[config.mk]
export PLATFORM = sky130hd
export DESIGN_NAME = channel_status_controller
export DESIGN_NICKNAME = d
export VERILOG_FILES = /design/src/rtl/channel_status_controller.sv
export SDC_FILE = /design/constraint.sdc
export NUM_CORES = 1
export LEC_CHECK = 0
export ABC_AREA = 1
export ABC_CLOCK_PERIOD_IN_PS = 3030
export CAP_MARGIN = 20
export CELL_PAD_IN_SITES_DETAIL_PLACEMENT = 0
export CELL_PAD_IN_SITES_GLOBAL_PLACEMENT = 1
export CORE_AREA = 2 2 78 155
export DETAILED_ROUTE_END_ITERATION = 10
export DIE_AREA = 0 0 80 157
export GPL_ROUTABILITY_DRIVEN = 1
export PLACE_DENSITY = 0.79
export SETUP_SLACK_MARGIN = 0.3
export SLEW_MARGIN = 15
export SYNTH_ARGS = -nofsm -noshare
export SYNTH_HDL_FRONTEND = slang
export SYNTH_SLANG_ARGS = --single-unit
[constraint.sdc]
create_clock -name Clock -period 3.03 [get_ports Clock]
set_clock_uncertainty 0.1 [all_clocks]
set_input_delay 0.4545 -clock Clock [delete_from_list [all_inputs] [get_ports Clock]]
set_output_delay 0.4545 -clock Clock [all_outputs]
set_load 0.02 [all_outputs]
[src/rtl/channel_status_controller.sv]
// channel_status_controller: four-channel key-on/off status with tick-based note durations; define SSG_NOISE_EXCLUSIVE_EN to let only one channel own noise
module channel_status_controller #(
  parameter int TICK_DIV = 16
) (
  input  logic       Clock,
  input  logic       nReset,
  input  logic       CmdValid,
  output logic       CmdReady,
  input  logic [1:0] CmdChannel,
  input  logic [1:0] CmdOp,
  input  logic [7:0] CmdDuration,
  output logic [7:0] Status,
  output logic [3:0] ChannelDone
);
  typedef enum logic {IDLE, APPLY} state_t;
  state_t state_q, state_d;
  logic rdy_q;
  logic [1:0] ch_q, op_q;
  logic [7:0] dur_q;
  logic [15:0] pre_q;
  logic tick, accept, apply;
  logic [7:0] cnt_q [4];
  logic [7:0] cnt_d [4];
  logic [7:0] status_q, status_d;
  logic [3:0] done_q, done_d;
  assign CmdReady = rdy_q && state_q == IDLE;
  assign accept = CmdValid && CmdReady;
  assign apply = state_q == APPLY && op_q != 2'b11;
  assign tick = pre_q == 16'(TICK_DIV - 1);
  assign Status = status_q;
  assign ChannelDone = done_q;
  // Accept in IDLE, spend exactly one cycle applying, then return
  always_comb begin
    state_d = state_q == IDLE ? (accept ? APPLY : IDLE) : IDLE;
  end
  // Per-channel next state: tick countdown first, then preemption, then the command overrides
  always_comb begin
    status_d = status_q;
    done_d = '0;
    for (int n = 0; n < 4; n++) begin
      cnt_d[n] = cnt_q[n];
      if (tick && status_q[2*n+1] && cnt_q[n] != 8'd0) begin
        cnt_d[n] = cnt_q[n] - 8'd1;
        if (cnt_q[n] == 8'd1) begin
          status_d[2*n+:2] = 2'b00;
          done_d[n] = 1'b1;
        end
      end
`ifdef SSG_NOISE_EXCLUSIVE_EN
      if (apply && op_q == 2'b10 && ch_q != 2'(n) && status_q[2*n+:2] == 2'b11) begin
        status_d[2*n+:2] = 2'b00;
        cnt_d[n] = 8'd0;
        done_d[n] = 1'b0;
      end
`endif
      if (apply && ch_q == 2'(n)) begin
        status_d[2*n+:2] = op_q == 2'b00 ? 2'b00 : {1'b1, op_q[1]};
        cnt_d[n] = op_q == 2'b00 ? 8'd0 : dur_q;
        done_d[n] = 1'b0;
      end
    end
  end
  // State, captured command, free-running prescaler and channel registers
  always_ff @(posedge Clock or negedge nReset) begin
    if (!nReset) begin
      state_q <= IDLE;
      rdy_q <= 1'b0;
      ch_q <= '0;
      op_q <= '0;
      dur_q <= '0;
      pre_q <= '0;
      status_q <= '0;
      done_q <= '0;
      for (int n = 0; n < 4; n++) cnt_q[n] <= '0;
    end else begin
      state_q <= state_d;
      rdy_q <= 1'b1;
      if (accept) begin
        ch_q <= CmdChannel;
        op_q <= CmdOp;
        dur_q <= CmdDuration;
      end
      pre_q <= tick ? 16'd0 : pre_q + 16'd1;
      status_q <= status_d;
      done_q <= done_d;
      for (int n = 0; n < 4; n++) cnt_q[n] <= cnt_d[n];
    end
  end
endmodule

# Word-level counts from Yosys, hierarchy flattened
# Cells that the tools add are included.
# Widths: inputs -> output; s select.
# word_totals
word_cells,100
output_inout_bits,13
regBits,74
inputBits,15
# op_classes
mux,37
eq_ne,9
n_addsub,5
reduce_logical,33
n_bitwise,1
# ops
operator,count
$mux 8,9
$eq 8x1->1 const B,4
$reduce_bool 8->1,4
$sub 8x1->8 const B,4
$mux 2,13
$add 16x1->16 const B,1
$eq 16x4->1 const B,1
$mux 16,1
$reduce_bool 2->1,8
$logic_and 1x1->1,15
$mux 1,14
$reduce_and 2->1,4
$eq 2x2->1 const B,2
$logic_not 2->1,2
$eq 2x1->1 const B,1
$ne 2x2->1 const B,1
$not 1->1,1

# Depth between registers and ports, before layout
# depth
depth_word,5
depth_mapped,9
mapped_depth_nobuf,9

# Worst setup path before layout
# OpenSTA, ideal clock, no wires.
# synth_timing
kind,register to register
startpoint,register pre_q[0]
endpoint,"register status_q[1], in the netlist Status[1]"
slack_ns,1.385
synth_period_minus_slack_ns,1.645
stages_incl_launch_ff,10
required_ns,2.812
n_path_buf,1
setup_ns,0.118
arrival_time_ns,1.427
cell_sequence,dfrtp_1 -> ha_1 -> nand2_2 -> nor2_4 -> nand3_4 -> nor2_8 -> buf_8 -> nand3_2 -> nand3_1 -> nand2_1
# synth_via
elab_chain_len,5
# synth_rtl
item,line_no,source
start: declaration,20,logic [15:0] pre_q;
start signal: assignment,83,pre_q <= tick ? 16'd0 : pre_q + 16'd1;
$eq 16x4->1,29,assign tick = pre_q == 16'(TICK_DIV - 1);
$logic_and 1x1->1 (2 in a row),42,if (tick && status_q[2*n+1] && cnt_q[n] != 8'd0) begin
$reduce_bool 2->1 (no line),-,
$reduce_and 2->1 (no line),-,
end signal: assignment,84,status_q <= status_d;
end: declaration,24,"logic [7:0] status_q, status_d;"
# Every way passes these cells.
# A chain may end at the register's enable or synchronous reset.

# Worst setup path after layout
# layout_timing
startpoint,register state_q
endpoint,output CmdReady
# layout_via
elab_chain_len,2
# layout_rtl
item,line_no,source
start: declaration,16,"state_t state_q, state_d;"
start signal: assignment,76,state_q <= state_d;
$not 1->1,-,
$logic_and 1x1->1,26,assign CmdReady = rdy_q && state_q == IDLE;
end: declaration,8,"output logic CmdReady,"
# Every way passes these cells.

==> impl_metrics.json <==
{
  "avgRoutedWirePerCell_um": 14.7,
  "synth_top_area_share_pct": 41.5,
  "worstSkewPairLatency_ns": 0.33,
  "antenna_found_initial": 0,
  "syn_avg_cell_area_um2": 7.08,
  "synth_fa_ha_area_share_pct": 3.64,
  "synth_mux_area_share_pct": 0,
  "syn_nets": 659,
  "io_pins": 28,
  "max_cap_viol_count": 0,
  "power.leakage_nw": 2.69,
  "power.total_w": 0.00432,
  "grt.overflow.total": 0,
  "cp.required_ns": 2.48,
  "drv_slew": 0,
  "die_area_mm2": 0.0126,
  "dpl_worst_slack_ns": 0.883,
  "cts_tree": "built",
  "drt_iter0_markers": 278,
  "vias": 4066,
  "min_period_ns": 2.04,
  "synth_top_area_cell": "dfrtp_1",
  "setup_viol": 0,
  "diodes": 0,
  "hold_viol": 0,
  "drive_gt1_share_pct": 5.09,
  "arrival_ns": 1.49,
  "synth-seq-cells": 74,
  "portBuffers": 27,
  "fin_nets": 691,
  "synth-simple-area-share_pct": 39.9,
  "clk_pin_slew_ns": 0.06,
  "tightest_slew_ns": 0.975,
  "period_share_pct": 67.3,
  "globalRouteTotalUtil_pct": 20.4,
  "core_area_mm2": 0.0113,
  "cts-buffers-inserted": 9,
  "synth_area_mm2": 0.00447,
  "grt_first_pass_wirelength_um": 19700,
  "combPwrFrac_pct": 40.6,
  "die_w_um": 80,
  "synth_compound_area_share_pct": 4.06,
  "dieHeight_um": 157,
  "rsz0062_at_grt": "no",
  "max_freq_mhz": 490,
  "initial_utilization_pct": 39.6,
  "yosysSeqAreaShare_pct": 41.5,
  "p_sw_w": 0.00181,
  "via_per_inst": 5.02,
  "synth_xor_area_share_pct": 2.94,
  "mostFrequentLayoutCells": "nand2_1 (222), nor2_1 (80), inv_1 (78), dfrtp_1 (74), nand3_1 (71)",
  "worst_slack_ns": 0.989,
  "synth.distinct_cells": 25,
  "cts_hold_buf": 0,
  "synthTopCellsByArea": "dfrtp_1 (41%), nand2_1 (19%), nand3_1 (8.0%)",
  "grt_max_degree": 75,
  "slew_headroom_pct": 35.0,
  "drc_errors": 0,
  "swShare_pct": 42.0,
  "ctsResizeCount": 0,
  "intPower_w": 0.00250,
  "crit_type": "flop to output pin",
  "start_kind": "flop",
  "ys_warn_count": 0,
  "status": "finished, final reports clean",
  "routabilityCongestion": 0.852,
  "critPathMaxFanout": 2,
  "final_common_cell": "nand2_1",
  "syn_inst": 631,
  "grt_pass1_vias": 4226,
  "rows": 55,
  "routed_wl_um": 11900,
  "cts.sinks": 74,
  "synth_top_family_by_area": "simple AND/OR/NAND/NOR gates",
  "irDropWorstVdd_uv": 375,
  "power_density_mw_per_mm2": 840,
  "dr.pass1.iters": 4,
  "ant_nets": 0,
  "area_growth_pct": 15.2,
  "hold_path.class": "primary input to asynchronous set/reset pin",
  "post-dp-hpwl_um": 9000,
  "clockPowerShare_pct": 22.7,
  "pwr-share-seq_pct": 36.8,
  "clk_path_buf_depth": 2,
  "cts_max_level": 3,
  "end_kind": "output pin",
  "clockRootBuffer": "clkbuf_16",
  "cts_setup_buffers": 0,
  "finalSetupTns_ns": 0
}
## power groups by stage
stage          logic (W)  clock network, W  registers [W]
3_5_place_dp     0.00175                 0        0.00160
4_1_cts          0.00176           0.00101        0.00158
2_1_floorplan    0.00126                 0        0.00154
3_3_place_gp     0.00173                 0        0.00159
5_1_grt          0.00203           0.00104        0.00162
6_report         0.00175          0.000980        0.00159
## per-layer routing
metal / track usage, % / share of wire [%] / vias up
li1: - / - / 2037
met4: 9.12 / 3.7 / 0
met1: 19.8 / 37 / 1922
met2: 40.0 / 57 / 78
met3: 3.67 / 2.8 / 29
met5: 0 / 0 / -
## through the flow
stage                     hold slack [ns]  utilization, %  area, um^2  instances
after CTS                           0.218            45.6        5140        810
after global routing                0.254            45.6        5140        810
after floorplan                    0.0589               -        4470        631
after global placement              0.371            43.2        4880        794
after detailed placement            0.376            43.2        4880        794
final                               0.163            45.6        5140        810
## layout make-up
type | instances | area, um^2
Inverter | 79 | 297
Fill cell | 1194 | 6140
Multi-Input combinational cell | 469 | 2260
Sequential cell | 74 | 1850
Clock buffer | 13 | 250
Timing Repair Buffer | 30 | 290
Clock inverter | 3 | 15.0
Tap cell | 142 | 178
## state kept, by name, indices dropped and copies added, names as in the netlist
signal,flops
ChannelDone,4
op_q,2
dur_q,8
cnt_q,32
Status,8
state_q,1
pre_q,16
rdy_q,1
ch_q,2
## cell usage after synthesis, drive strengths merged
master,number
dfrtp,74
conb,1
buf,9
o21ai,29
nand2,231
nand4,17
xor2,9
inv,78
clkinv,1
o21bai,2
nor3b,1
nand3,75
a21oi,2
xnor2,6
nor2,82
or2,1
ha,13
## path summary, 6_finish.rpt
path	start	end	slack [ns]	cells after the start
worst max register to register	pre_q[0]	pre_q[12]	1.03	8
min in group Clock	pre_q[15]	pre_q[15]	0.38	1
worst max-delay path	state_q	CmdReady	0.99	2
worst min-delay path	nReset	cnt_q[10]	0.16	1
max in group asynchronous	nReset	pre_q[3]	2.02	1
worst min register to register	pre_q[15]	pre_q[15]	0.38	1
## worst max-delay path, cell delays in order, from the launching register on
cell and delay, ns:
dfrtp_1 0.38, nor2_1 0.14, clkdlybuf4s50_1 0.63
## logic make-up (layout without fill, tap and decap cells)
| kind of cell | Yosys count | after routing |
|---|---|---|
| simple gates | 407 | 407 |
| buf+inv | 88 | 125 |
| flops | 74 | 74 |
| compound gates | 33 | 33 |
| xor+xnor | 15 | 15 |
| fa+ha+maj | 13 | 13 |
| other cells | 1 | 1 |
(Power assumes the default switching activity.)
